## src/rtl/command.sv

```systemverilog
// Byte-level command processor: parses {SYNC, CMD, ARG, CHK} frames from the UART
// receiver, drives a 5-bit LED register and returns a {STATUS, DATA} response.
module command #(
   parameter logic [7:0] SYNC     = 8'hA5,
   parameter int          TIMEOUT  = 120000,
   parameter logic [4:0] LED_INIT = 5'b10000
) (
   input  logic       clk,
   input  logic       rst,
   input  logic       s_stb,
   input  logic [7:0] s_dat,
   output logic       s_rdy,
   output logic       m_stb,
   output logic [7:0] m_dat,
   input  logic       m_rdy,
   output logic [4:0] led,
   output logic       busy
);

   localparam int            CW     = $clog2(TIMEOUT);
   localparam logic [CW-1:0] T_LAST = CW'(TIMEOUT - 1);

   typedef enum logic [2:0] {HUNT, CMD, ARG, CHK, EXEC, RSP0, RSP1} state_t;

   state_t        state;
   logic [CW-1:0] cnt;
   logic [7:0]    cmd_r, arg_r, chk_r, data_r;
   logic [15:0]   result;
   logic          s_acc;
   logic          led_wr;

   // First matching rule decides; returns {status, data}.
   function automatic logic [15:0] evaluate(input logic [7:0] c, input logic [7:0] a,
                                            input logic [7:0] k, input logic [4:0] l);
      if (k != (c ^ a))  return {8'hE1, k};
      else if (c == 8'h01) return {8'h00, 3'b000, a[4:0]};
      else if (c == 8'h02) return {8'h00, 3'b000, l};
      else if (c == 8'h03) return {8'h00, a};
      else                 return {8'hE2, c};
   endfunction

   assign s_acc  = s_stb && s_rdy;
   assign result = evaluate(cmd_r, arg_r, chk_r, led);
   assign led_wr = (chk_r == (cmd_r ^ arg_r)) && (cmd_r == 8'h01);

   always_ff @(posedge clk) begin
      if (!rst) begin
         state <= HUNT;
         s_rdy <= 1'b1;
         m_stb <= 1'b0;
         m_dat <= 8'h00;
         led   <= LED_INIT;
         busy  <= 1'b0;
         cnt   <= '0;
      end else begin
         case (state)
            HUNT: begin
               cnt <= '0;
               if (s_acc && s_dat == SYNC) begin
                  state <= CMD;
                  busy  <= 1'b1;
               end
            end
            CMD, ARG, CHK: begin
               // An accepted byte takes priority over an expiring timeout.
               if (s_acc) begin
                  cnt <= '0;
                  if (state == CMD) begin
                     cmd_r <= s_dat;
                     state <= ARG;
                  end else if (state == ARG) begin
                     arg_r <= s_dat;
                     state <= CHK;
                  end else begin
                     chk_r <= s_dat;
                     state <= EXEC;
                     s_rdy <= 1'b0;
                  end
               end else if (cnt == T_LAST) begin
                  cnt   <= '0;
                  state <= HUNT;
                  busy  <= 1'b0;
               end else begin
                  cnt <= cnt + 1'b1;
               end
            end
            EXEC: begin
               if (led_wr) led <= arg_r[4:0];
               m_stb  <= 1'b1;
               m_dat  <= result[15:8];
               data_r <= result[7:0];
               state  <= RSP0;
            end
            RSP0: begin
               if (m_rdy) begin
                  m_dat <= data_r;
                  state <= RSP1;
               end
            end
            RSP1: begin
               if (m_rdy) begin
                  m_stb <= 1'b0;
                  s_rdy <= 1'b1;
                  busy  <= 1'b0;
                  state <= HUNT;
               end
            end
            default: begin
               state <= HUNT;
               s_rdy <= 1'b1;
               m_stb <= 1'b0;
               busy  <= 1'b0;
            end
         endcase
      end
   end

endmodule

```

## config.mk

```make
export PLATFORM = sky130hd
export DESIGN_NAME = command
export DESIGN_NICKNAME = d
export VERILOG_FILES = /design/src/rtl/command.sv
export SDC_FILE = /design/constraint.sdc
export NUM_CORES = 1
export LEC_CHECK = 0
export BUFFER_PORTS_ARGS = -buffer_cell sky130_fd_sc_hd__buf_4
export CORE_ASPECT_RATIO = 0.9
export CORE_MARGIN = 2
export CORE_UTILIZATION = 55
export CTS_BUF_LIST = sky130_fd_sc_hd__clkbuf_16
export DETAILED_ROUTE_END_ITERATION = 8
export HOLD_SLACK_MARGIN = 0.03
export PLACE_DENSITY_LB_ADDON = 0.05
export SYNTH_ARGS = -nofsm -noshare
export SYNTH_HDL_FRONTEND = slang
export SYNTH_SLANG_ARGS = --single-unit
```

## constraint.sdc

```tcl
create_clock -name clk -period 2.6 [get_ports clk]
set_input_delay 0.52 -clock clk [delete_from_list [all_inputs] [get_ports clk]]
set_output_delay 0.52 -clock clk [all_outputs]
set_load 0.03 [all_outputs]
```

* Word level (Yosys, flattened, before mapping)
Cells that the tools add are included.
** Word-level totals
- Bits in writable memories :: 0
- Input bits :: 12
- Memories :: 0
- Word-level logic and storage cells :: 88
- Output and inout bits :: 16
- ROM bits :: 0
- Bits in latches :: 0
- Flip-flop bits (word level) :: 68
** Operators by class
- Multiplexer cells :: 28
- Magnitude comparators :: 0
- Reductions and logical operators :: 20
- Div/mod/pow operators :: 0
- Bitwise gates (word level) :: 6
- $mul :: 0
- Add/sub/neg operators :: 1
- Shift operators :: 0
- Equal/unequal tests :: 22
** Operators with widths (number)
- two-way mux 16 bit :: 4
- two-way mux 17 bit :: 2
- one-hot mux 17 bit (2 select lines) :: 1
- two-way mux 3 bit :: 7
- AND reduction 5 bit :: 4
- adder 17 x 1 -> 17 bit (second input constant) :: 1
- == test 17 bit (second input constant) :: 1
- == test 8 x 2 -> 1 bit (second input constant) :: 2
- inequality test 2 bit (second input constant) :: 8
- one-hot mux 8 bit (2 select lines) :: 1
- one-hot mux 3 bit (5 select lines) :: 1
- == test 3 bit (second input constant) :: 3
- == test 8 x 1 -> 1 bit (second input constant) :: 1
- == test 8 bit :: 1
- == test 8 bit (second input constant) :: 1
- two-way mux 1 bit :: 8
- two-way mux 8 bit :: 1
- inequality test 8 bit :: 1
- AND reduction 2 bit :: 4
- AND reduction 4 bit :: 2
- bitwise XOR 8 bit :: 1
- == test 3 x 2 -> 1 bit (second input constant) :: 2
- one-hot mux 1 bit (3 select lines) :: 2
- OR reduction 3 bit :: 2
- 9 further kinds :: 16

* Depth between registers and ports, before layout
Gate-level depths: netlist of the first run.
- Depth after elaboration :: 6
- Mapped depth :: 7
- Mapped depth without buffers :: 6

* Least setup slack after synthesis of the first run
No wires, ideal clock.
- Path type :: register -> register
- Start :: register s_rdy
- End :: register arg_r[0], enable pin
- Required time :: 2.215 ns
- Setup slack :: 0.602 ns
- Clock period less this slack :: 1.998 ns
- Cell stages (with the launch flop) :: 5
- Arrival :: 1.613 ns
- Library setup time :: 0.385 ns
- Buffers on the path :: 0
- Path through :: dfxtp_1 nand2_1 nor2_1 nand2_1 nor3b_1
** Between the ends
- Word-level cells in the longest chain between the ends :: 2
** Ends and longest elaborated chain
- start: declaration :: RTL line 12 : output logic s_rdy,
- start signal: assignment :: RTL line 49 : s_rdy <= 1'b1;
- start signal: assignment :: RTL line 77 : s_rdy <= 1'b0;
- start signal: assignment :: RTL line 103 : s_rdy <= 1'b1;
- logical AND 1 bit :: RTL line 42 : assign s_acc = s_stb && s_rdy;
- AND reduction 5 bit (no line)
- end signal: assignment :: RTL line 72 : arg_r <= s_dat;
- end: declaration :: RTL line 27 : logic [7:0] cmd_r, arg_r, chk_r, data_r;
No other way between the ends.
A chain may end at the register's enable or synchronous reset.

* Worst setup path in the final report of the first run
- Start :: register cmd_r[1]
- End :: register led[3]
** Between the ends
- Word-level cells in the longest chain between the ends :: 4
** Ends and longest elaborated chain
- start: declaration :: RTL line 27
- start signal: assignment :: RTL line 69 : cmd_r <= s_dat;
- bitwise XOR 8 bit :: RTL line 44 : assign led_wr = (chk_r == (cmd_r ^ arg_r)) && (cmd_r == 8'h01);
- == test 8 bit :: RTL line 44
- logical AND 1 bit (*) :: RTL line 44
- AND reduction 2 bit (no line) (*)
- end signal: assignment :: RTL line 88 : if (led_wr) led <= arg_r[4:0];
- end: declaration :: RTL line 16 : output logic [4:0] led,
Every way passes the cells marked *; elsewhere a longest branch is shown, timed or not.

==> results.tsv, run 1 <==
metric	value	unit
outcome	complete, no violations	
place_ws	411	ps
rr_endpoint	led[3]$_SDFFE_PN0P_	
rrSetupSlack	370	ps
p_leak	1.36	nW
hp-class	primary input to flip-flop	
rsz0062_at_grt	false	
synthFlopType	dfxtp_1	
async_flop_share	0	
yosysTopAreaCell	edfxtp_1	
relSlewSlack	0.533	
overflow	0	
hold_end	chk_r[0]$_DFFE_PP_	
wl_per_cell	16.1	um
min_period	2230	ps
drive_gt1_frac	0.178	
postRouteAntennaNets	0	
cts_setup_buffers	0	
synth_fp_nets	323	
clock.fmax	448	MHz
setup_violations	0	
ctsHoldBuffers	0	
cpPeakStageDelay	560	ps
routed_wl	6730	um
layout_setup_ws	369	ps
cp-end-kind	flip-flop	
routabilityCongestion	0.925	
vias	2359	
worstMarginPinSlew	699	ps
grt_usage	0.227	
placed_area	0.00349	mm2
clkSlewWorstSetupHoldPaths	60	ps
numCtsBuffers	9	
die_y	76.2	um
chipWidth	84.2	um
nets	357	
clkLatencyLatePin	330	ps
report.power.total	2.57	mW
synth_most_common_cell	nor2_1	
io_buffers	27	
crit_arrival	2490	ps
fin_cells	419	
start_util	0.566	
antenna_found_initial	0	
fin_util	0.682	
grt_max_degree	22	
drt_iter0_markers	183	
synth_area_leaders	edfxtp_1, dfxtp_1, nor2_1	
peakVddDrop	0.614	mV
synth_cell_type_count	47	
finalInstanceArea	0.00384	mm2
cts.sinks	68	
fin_hold_ws	391	ps
dpl.hpwl	4770	um
finalSetupTns	0	ps
area_growth	20.6	%
post_cts_resize_count	0	
cp_slowest_cell	edfxtp_1	
ys_warn_count	0	
reg2reg_depth	5	
synth_seq_area_share	0.528	
coreArea	0.00563	mm2
dieArea	0.00641	mm2
clock_path_buffers	2	
syn_inst	310	
path_class	flip-flop to flip-flop	
fill_cells	450	
placed_cells	403	
path_cells	xnor3_1, nand4_1, nor4_4, and3_1, mux2i_1	
maxCapViolations	0	
drc	0	
first_pass_iters	4	
synth_edf_count	32	
num_io_pins	28	
via_per_inst	5.63	
crit_fanout	11	
r2r-start	cmd_r[1]$_DFFE_PP_	
crit_path_start_kind	flip-flop	
n_antenna_cell	0	
root_buffer	clkbuf_16	
htreeDepth	3	
hold_viol_final	0	
finClkSkew	4.45	ps
grt_pass1_wl	11200	um
grt_pass1_vias	2184	
cts_tree	done	
slew_viol_final	0	
seq_area	0.00168	mm2
synth_seq_cells	68	
period_share	0.858	
multiInputGateArea	0.00141	mm2
netlist_area	0.00318	mm2
min_path_cells	1	
hp-start	s_dat[0]	
crit_required	2860	ps
synth_top_cell_area_share	0.302	
syn_avg_cell_area	10.3	um2
rows	26	
p_per_area	670	mW/mm2
synth_commonest_cells	nor2_1, dfxtp_1, edfxtp_1, nand2_1, a21oi_1	
## cell usage in the layout (no fill, tap or decap), types with 5 or more instances in the layout
| cell | instances |
|---|---|
| a21oi_1 | 18 |
| a31oi_1 | 10 |
| buf_4 | 38 |
| clkbuf_16 | 9 |
| dfxtp_1 | 36 |
| edfxtp_1 | 32 |
| inv_1 | 6 |
| mux2i_1 | 5 |
| nand2_1 | 32 |
| nand3_1 | 9 |
| nand3b_1 | 6 |
| nand4_1 | 6 |
| nor2_1 | 37 |
| nor3_1 | 9 |
| o21ai_0 | 14 |
| xnor2_1 | 12 |
| xnor3_1 | 6 |
## cell families after synthesis
logic type      count (synthesis)  share of synthesized area
simple gates                  132                      0.219
xor+xnor                       22                     0.0865
fa+ha+maj                       1                    0.00393
mux                             7                     0.0228
buf+inv                        21                     0.0275
compound gates                 59                      0.112
flops                          68                      0.528
## how the worst max path moves through the flow
stage                     slack [ps]                  end                start  depth (start not counted)
final                            370  led[3]$_SDFFE_PN0P_   cmd_r[1]$_DFFE_PP_                          5
after global routing             150  cnt[6]$_SDFFE_PN0P_  cnt[0]$_SDFFE_PN0P_                          7
after global placement           450  led[0]$_SDFFE_PN0P_   cmd_r[0]$_DFFE_PP_                          5
after detailed placement         410  led[2]$_SDFFE_PN0P_   cmd_r[1]$_DFFE_PP_                          5
after CTS                        390  led[3]$_SDFFE_PN0P_   cmd_r[1]$_DFFE_PP_                          5
after floorplan                  600   arg_r[0]$_DFFE_PP_   s_rdy$_SDFFE_PN1P_                          4
## worst max-delay path, delay by kind of cell (launching register included)
kind	cells	cell delay (ps)
simple gates	3	1030
flops	1	560
xor+xnor	1	350
mux	1	220
## power breakdown
group | internal, mW | switching (mW) | leakage (nW)
Clock | 0.942 | 0.462 | 0.166
Sequential | 1.12 | 0.00193 | 0.578
Combinational | 0.0193 | 0.0285 | 0.617
Total | 2.08 | 0.492 | 1.36
## state kept, by name, indices dropped and copies added (netlist names), 3 cells and up
signal / cells
state: 3
cnt: 17
data_r: 8
chk_r: 8
m_dat: 8
led: 5
arg_r: 8
cmd_r: 8
## final cells by class
type | instances | share of cell area
clock inverters | 7 | 0.0323
flip-flops and latches | 68 | 0.438
repair buffers | 38 | 0.0743
well taps | 70 | 0.0228
multi-input cells | 221 | 0.368
inverters | 6 | 0.00587
clock buffers | 9 | 0.0587
## layer usage
layer | vias up | part of all wire | global-route usage
met3 | 7 | 0.045 | 0.0672
met5 | - | 0 | 0
met2 | 49 | 0.43 | 0.306
li1 | 1189 | - | -
met1 | 1114 | 0.51 | 0.340
met4 | 0 | 0.012 | 0.0935
Power figures use the tool's default switching activity.
==> run 2, diff against run 1 <==
--- a/config.mk
+++ b/config.mk
@@ -8,8 +8,9 @@
 export BUFFER_PORTS_ARGS = -buffer_cell sky130_fd_sc_hd__buf_4
 export CORE_ASPECT_RATIO = 0.9
 export CORE_MARGIN = 2
-export CORE_UTILIZATION = 55
+export CORE_UTILIZATION = 53
 export CTS_BUF_LIST = sky130_fd_sc_hd__clkbuf_16
+export CTS_CLUSTER_SIZE = 24
 export DETAILED_ROUTE_END_ITERATION = 8
 export HOLD_SLACK_MARGIN = 0.03
 export PLACE_DENSITY_LB_ADDON = 0.05
==> constraint.sdc (replaced) <==
create_clock -name clk -period 2.05 [get_ports clk]
set_input_delay 0.41 -clock clk [delete_from_list [all_inputs] [get_ports clk]]
set_output_delay 0.41 -clock clk [all_outputs]
set_load 0.03 [all_outputs]
==> run 2 against run 1 <==
Net effect:
- cell area up 4.2%
- cell count up 5.3%
- sequential share of layout area down 1.8 points
- non-clock buffer count up 22
- wire length up 6.1%
- register-to-register slack worse by 350 ps
- critical path type unchanged
- global-route usage about the same
==> results.tsv, run 2 (synthesis gave the netlist of run 1 again) <==
metric	value	unit	change
clock.fmax	492	MHz	+9.7%
hold_viol_final	0		unchanged
area_growth	25.7	%	
routed_wl	7130	um	+6.1%
placed_area	0.00361	mm2	+3.4%
nets	379		+6.2%
fill_cells	447		-0.67%
outcome	complete, no violations		
hp-class	primary input to flip-flop		
cp-end-kind	flip-flop		
clkLatencyLatePin	330	ps	about the same
num_io_pins	28		unchanged
grt_max_degree	22		unchanged
min_path_cells	1		unchanged
die_y	77.5	um	+1.8%
setup_violations	0		unchanged
io_buffers	27		unchanged
p_per_area	783	mW/mm2	+17%
cp_slowest_cell	nor4_4		
r2r-start	arg_r[0]$_DFFE_PP_		
antenna_found_initial	0		unchanged
finalInstanceArea	0.00400	mm2	+4.2%
chipWidth	85.7	um	+1.8%
period_share	0.992		+0.134
drt_iter0_markers	181		-1.1%
rr_endpoint	data_r[1]$_DFFE_PP_		
grt_pass1_vias	2287		+4.7%
hp-start	s_dat[2]		
postRouteAntennaNets	0		unchanged
min_period	2030	ps	-197 ps
grt_pass1_wl	11400	um	+2.3%
finClkSkew	4.15	ps	-0.299 ps
peakVddDrop	0.655	mV	+6.7%
via_per_inst	5.66		+0.57%
report.power.total	3.14	mW	+22%
finalSetupTns	0	ps	unchanged
cts_tree	done		
coreArea	0.00573	mm2	+1.7%
rows	26		unchanged
numCtsBuffers	9		unchanged
wl_per_cell	16.2	um	+0.79%
relSlewSlack	0.639		+0.106
rrSetupSlack	20	ps	-350 ps
vias	2497		+5.8%
crit_fanout	6		-5
crit_required	2130	ps	-730 ps
routabilityCongestion	0.863		-6.6%
rsz0062_at_grt	true		
n_antenna_cell	0		unchanged
htreeDepth	3		unchanged
worstMarginPinSlew	537	ps	-163 ps
top_register	cnt		
p_leak	1.45	nW	+6.8%
maxCapViolations	0		unchanged
grt_usage	0.226		-0.000267
clock_path_buffers	2		unchanged
root_buffer	clkbuf_16		
final_cell_mix	buf_4, nor2_1, dfxtp_1, nand2_1, edfxtp_1		
reg2reg_depth	4		-1
crit_path_start_kind	flip-flop		
path_class	flip-flop to flip-flop		
fin_util	0.699		+0.0168
largest_reg_flops	17		unchanged
dpl.hpwl	4900	um	+2.7%
dieArea	0.00664	mm2	+3.6%
start_util	0.556		-0.00964
final_common_cell	buf_4		
slew_viol_final	0		unchanged
first_pass_iters	4		unchanged
path_cells	xnor3_1, nand4_1, nor4_4, mux2_2		
overflow	0		unchanged
drive_gt1_frac	0.235		+0.0569
cts.sinks	68		unchanged
crit_arrival	2110	ps	-380 ps
drc	0		unchanged
hold_end	arg_r[2]$_DFFE_PP_		
clkSlewWorstSetupHoldPaths	60	ps	about the same
cpPeakStageDelay	460	ps	-100 ps
-- run 2: cell types whose count changed in the layout (fill, tap and decap cells not counted), sizes merged --
| cell | change |
|---|---|
| buf | +22 |
| bufinv | -1 |
| clkinv | -1 |
| clkinvlp | +2 |
-- run 2: per-stage QoR --
step / hold slack (ps) / worst slack (ps) / std cells
4_1_cts: 276 / 5.15 / 435
2_1_floorplan: 459 / 52.0 / 310
3_3_place_gp: 465 / 41.4 / 419
3_5_place_dp: 477 / -33.8 / 419
5_1_grt: 271 / -77.4 / 441
6_report: 280 / 15.9 / 441
-- run 2: report_power, final --
| part | total [mW] | internal, mW | switching, mW |
|---|---|---|---|
| Combinational | 0.0630 | 0.0258 | 0.0372 |
| Sequential | 1.42 | 1.42 | 0.00225 |
| Clock | 1.65 | 1.07 | 0.582 |
| Total | 3.14 | 2.51 | 0.622 |
-- run 2: cell type report --
cell class | count | area (um2) | area share
multi-input combinational | 221 | 1440 | 0.359
inverter | 6 | 22.5 | 0.00563
tap | 70 | 87.6 | 0.0219
clock buffer | 9 | 225 | 0.0563
timing repair buffer | 60 | 450 | 0.113
sequential | 68 | 1680 | 0.420
clock inverter | 7 | 100 | 0.0250
-- run 2: repair_timing --
item,in CTS,in global routing
hold endpoints to repair,0,0
cloned,0,0
endpoints found under the setup margin,5,29
resized for setup,1,5
hold buffers,0,0
buffers inserted,0,6
pin swaps,0,2
-- run 2: per-layer routing --
| metal | part of all wire | GRT usage | vias to the layer above | routed length [um] |
|---|---|---|---|---|
| li1 | - | - | 1236 | - |
| met1 | 0.50 | 0.323 | 1191 | 3560 |
| met2 | 0.44 | 0.327 | 59 | 3130 |
| met3 | 0.042 | 0.0585 | 11 | 300 |
| met4 | 0.020 | 0.0952 | 0 | 144 |
| met5 | 0 | 0 | - | 0 |
-- run 2: critical path: cells and delay by family (launching register included) --
family | cells | cell delay [ps]
DFF | 1 | 410
and+or+nand+nor | 2 | 600
muxes | 1 | 390
xor gates and xnor gates | 1 | 380
-- run 2: how the worst max path moves through the flow --
stage	startpoint	to	slack, ps	cells past startpoint
after floorplan	s_rdy$_SDFFE_PN1P_	arg_r[0]$_DFFE_PP_	50	4
after detailed placement	arg_r[0]$_DFFE_PP_	led[3]$_SDFFE_PN0P_	-30	5
after CTS	arg_r[0]$_DFFE_PP_	data_r[1]$_DFFE_PP_	5	4
final	arg_r[0]$_DFFE_PP_	data_r[1]$_DFFE_PP_	20	4
after global placement	arg_r[4]$_DFFE_PP_	led[3]$_SDFFE_PN0P_	40	5
after global routing	arg_r[0]$_DFFE_PP_	m_dat[7]$_SDFFE_PN0P_	-80	6
==> run 3, diff against run 2 <==
--- a/config.mk
+++ b/config.mk
@@ -13,7 +13,7 @@
 export CTS_CLUSTER_SIZE = 24
 export DETAILED_ROUTE_END_ITERATION = 8
 export HOLD_SLACK_MARGIN = 0.03
-export PLACE_DENSITY_LB_ADDON = 0.05
+export PLACE_DENSITY = 0.78
 export SYNTH_ARGS = -nofsm -noshare
 export SYNTH_HDL_FRONTEND = slang
 export SYNTH_SLANG_ARGS = --single-unit
==> run 3 against run 2 <==
Net effect:
- clock-buffer cell count did not move
- non-clock buffer count increased by 1
- highest routed layer unchanged
- clock power barely moved
- setup slack is essentially flat
- clock skew hardly changed
- cell count rose by 0.23%
- total power shrank 0.99%
==> results.tsv, run 3 (synthesis gave the netlist of run 1 again) <==
metric	value	unit	change
outcome	complete, no violations		
fill_cells	423		-5.4%
finalInstanceArea	0.00399	mm2	-0.22%
path_class	flip-flop to flip-flop		
cp-end-kind	flip-flop		
min_period	2030	ps	+0.260 ps
placed_cells	416		-0.72%
p_leak	1.46	nW	+0.66%
rows	26		unchanged
routabilityCongestion	0.874		+1.3%
first_pass_iters	5		+1
vias	2553		+2.2%
period_share	0.992		about the same
postRouteAntennaNets	0		unchanged
htreeDepth	3		unchanged
finClkSkew	4.23	ps	+0.0828 ps
clock_path_buffers	2		unchanged
hold_viol_final	0		unchanged
crit_path_start	cmd_r[5]$_DFFE_PP_		
grt_pass1_vias	2304		+0.74%
wl_per_cell	16.5	um	+2.3%
placed_area	0.00359	mm2	-0.62%
chipWidth	85.7	um	unchanged
crit_fanout	4		-2
met1_length	3440	um	-3.5%
slew_viol_final	0		unchanged
relSlewSlack	0.607		-0.0316
antenna_found_initial	0		unchanged
path_cells	or4_4, nor3_4, o21ai_1, a22o_1, mux2_4		
p_per_area	777	mW/mm2	-0.77%
num_io_pins	28		unchanged
routed-wl-met2	3280	um	+4.8%
area_growth	25.5	%	
final_common_cell	buf_4		
grt_max_degree	22		unchanged
coreArea	0.00573	mm2	unchanged
start_util	0.556		unchanged
dpl.hpwl	4860	um	-0.76%
root_buffer	clkbuf_16		
numCtsBuffers	9		unchanged
drc	0		unchanged
grt_pass1_wl	11600	um	+1.3%
place_ws	-46.3	ps	-12.5 ps
grt_usage	0.230		+0.00387
crit_arrival	2120	ps	about the same
clock.fmax	492	MHz	about the same
final_cell_mix	buf_4, nor2_1, dfxtp_1, nand2_1, edfxtp_1		
report.power.total	3.10	mW	-0.99%
fin_cells	442		+0.23%
worstMarginPinSlew	584	ps	+47.0 ps
largest_reg_flops	17		unchanged
overflow	0		unchanged
crit_path_start_kind	flip-flop		
hp-class	primary input to flip-flop		
maxCapViolations	0		unchanged
cpPeakStageDelay	580	ps	+120 ps
met3_length	491	um	+64%
crit_required	2130	ps	about the same
r2r-start	cmd_r[5]$_DFFE_PP_		
nets	380		+0.26%
clkLatencyLatePin	330	ps	about the same
n_antenna_cell	0		unchanged
drive_gt1_frac	0.237		+0.00206
cts_tree	done		
cp_slowest_cell	or4_4		
peakVddDrop	0.729	mV	+11%
finalSetupTns	0	ps	unchanged
die_y	77.5	um	unchanged
ctsHoldBuffers	0		unchanged
routed_wl	7320	um	+2.5%
setup_violations	0		unchanged
top_register	cnt		
highest_layer	met4		
dieArea	0.00664	mm2	unchanged
io_buffers	27		unchanged
rsz0062_at_grt	true		
hp-start	s_dat[2]		
cts.sinks	68		unchanged
via_per_inst	5.78		+2.0%
drt_iter0_markers	233		+29%
layout_setup_ws	15.6	ps	-0.260 ps
clkSlewWorstSetupHoldPaths	50	ps	about the same
[run 3: timing repair]
item | in CTS | in global routing
gates resized for setup | 1 | 6
setup endpoints to repair | 13 | 16
buffers inserted | 1 | 8
gates cloned | 1 | 0
pin swaps | 1 | 8
[run 3: through the flow]
| stage | hold slack (ps) | utilization |
|---|---|---|
| after floorplan | 459 | - |
| after global placement | 466 | 0.627 |
| after detailed placement | 474 | 0.627 |
| after CTS | 272 | 0.686 |
| after global routing | 265 | 0.698 |
| final | 277 | 0.698 |
[run 3: layout make-up]
cell class	count	area, um2	area share
inverters	6	22.5	0.00564
clock inverters	7	91.3	0.0229
multi-input cells	221	1430	0.358
repair buffers	61	455	0.114
clock buffers	9	225	0.0564
flip-flops and latches	68	1680	0.421
well taps	70	87.6	0.0219
[run 3: power by group]
| group | leakage [nW] | internal [mW] | switching (mW) |
|---|---|---|---|
| Combinational | 0.740 | 0.0246 | 0.0361 |
| Clock | 0.145 | 1.06 | 0.566 |
| Sequential | 0.578 | 1.42 | 0.00273 |
| Total | 1.46 | 2.50 | 0.605 |
[run 3: final timing paths]
check / endpoint / slack [ps] / cells after the start
max: data_r[1]$_DFFE_PP_ / 20 / 5
min reg2reg: led[3]$_SDFFE_PN0P_ / 480 / 2
max reg2reg: data_r[1]$_DFFE_PP_ / 20 / 5
min: cmd_r[2]$_DFFE_PP_ / 280 / 1
[run 3: layer usage]
layer  track usage  vias up
met3        0.0926       11
met4        0.0698        0
met1         0.327     1217
met2         0.324       87
met5             0        -
li1              -     1238
[run 3: critical path: cells and delay by family (launching register included)]
| family | cells | cell delay (ps) |
|---|---|---|
| and+or+nand+nor | 2 | 820 |
| DFF | 1 | 440 |
| AOI/OAI and AO/OA | 2 | 270 |
| muxes | 1 | 250 |
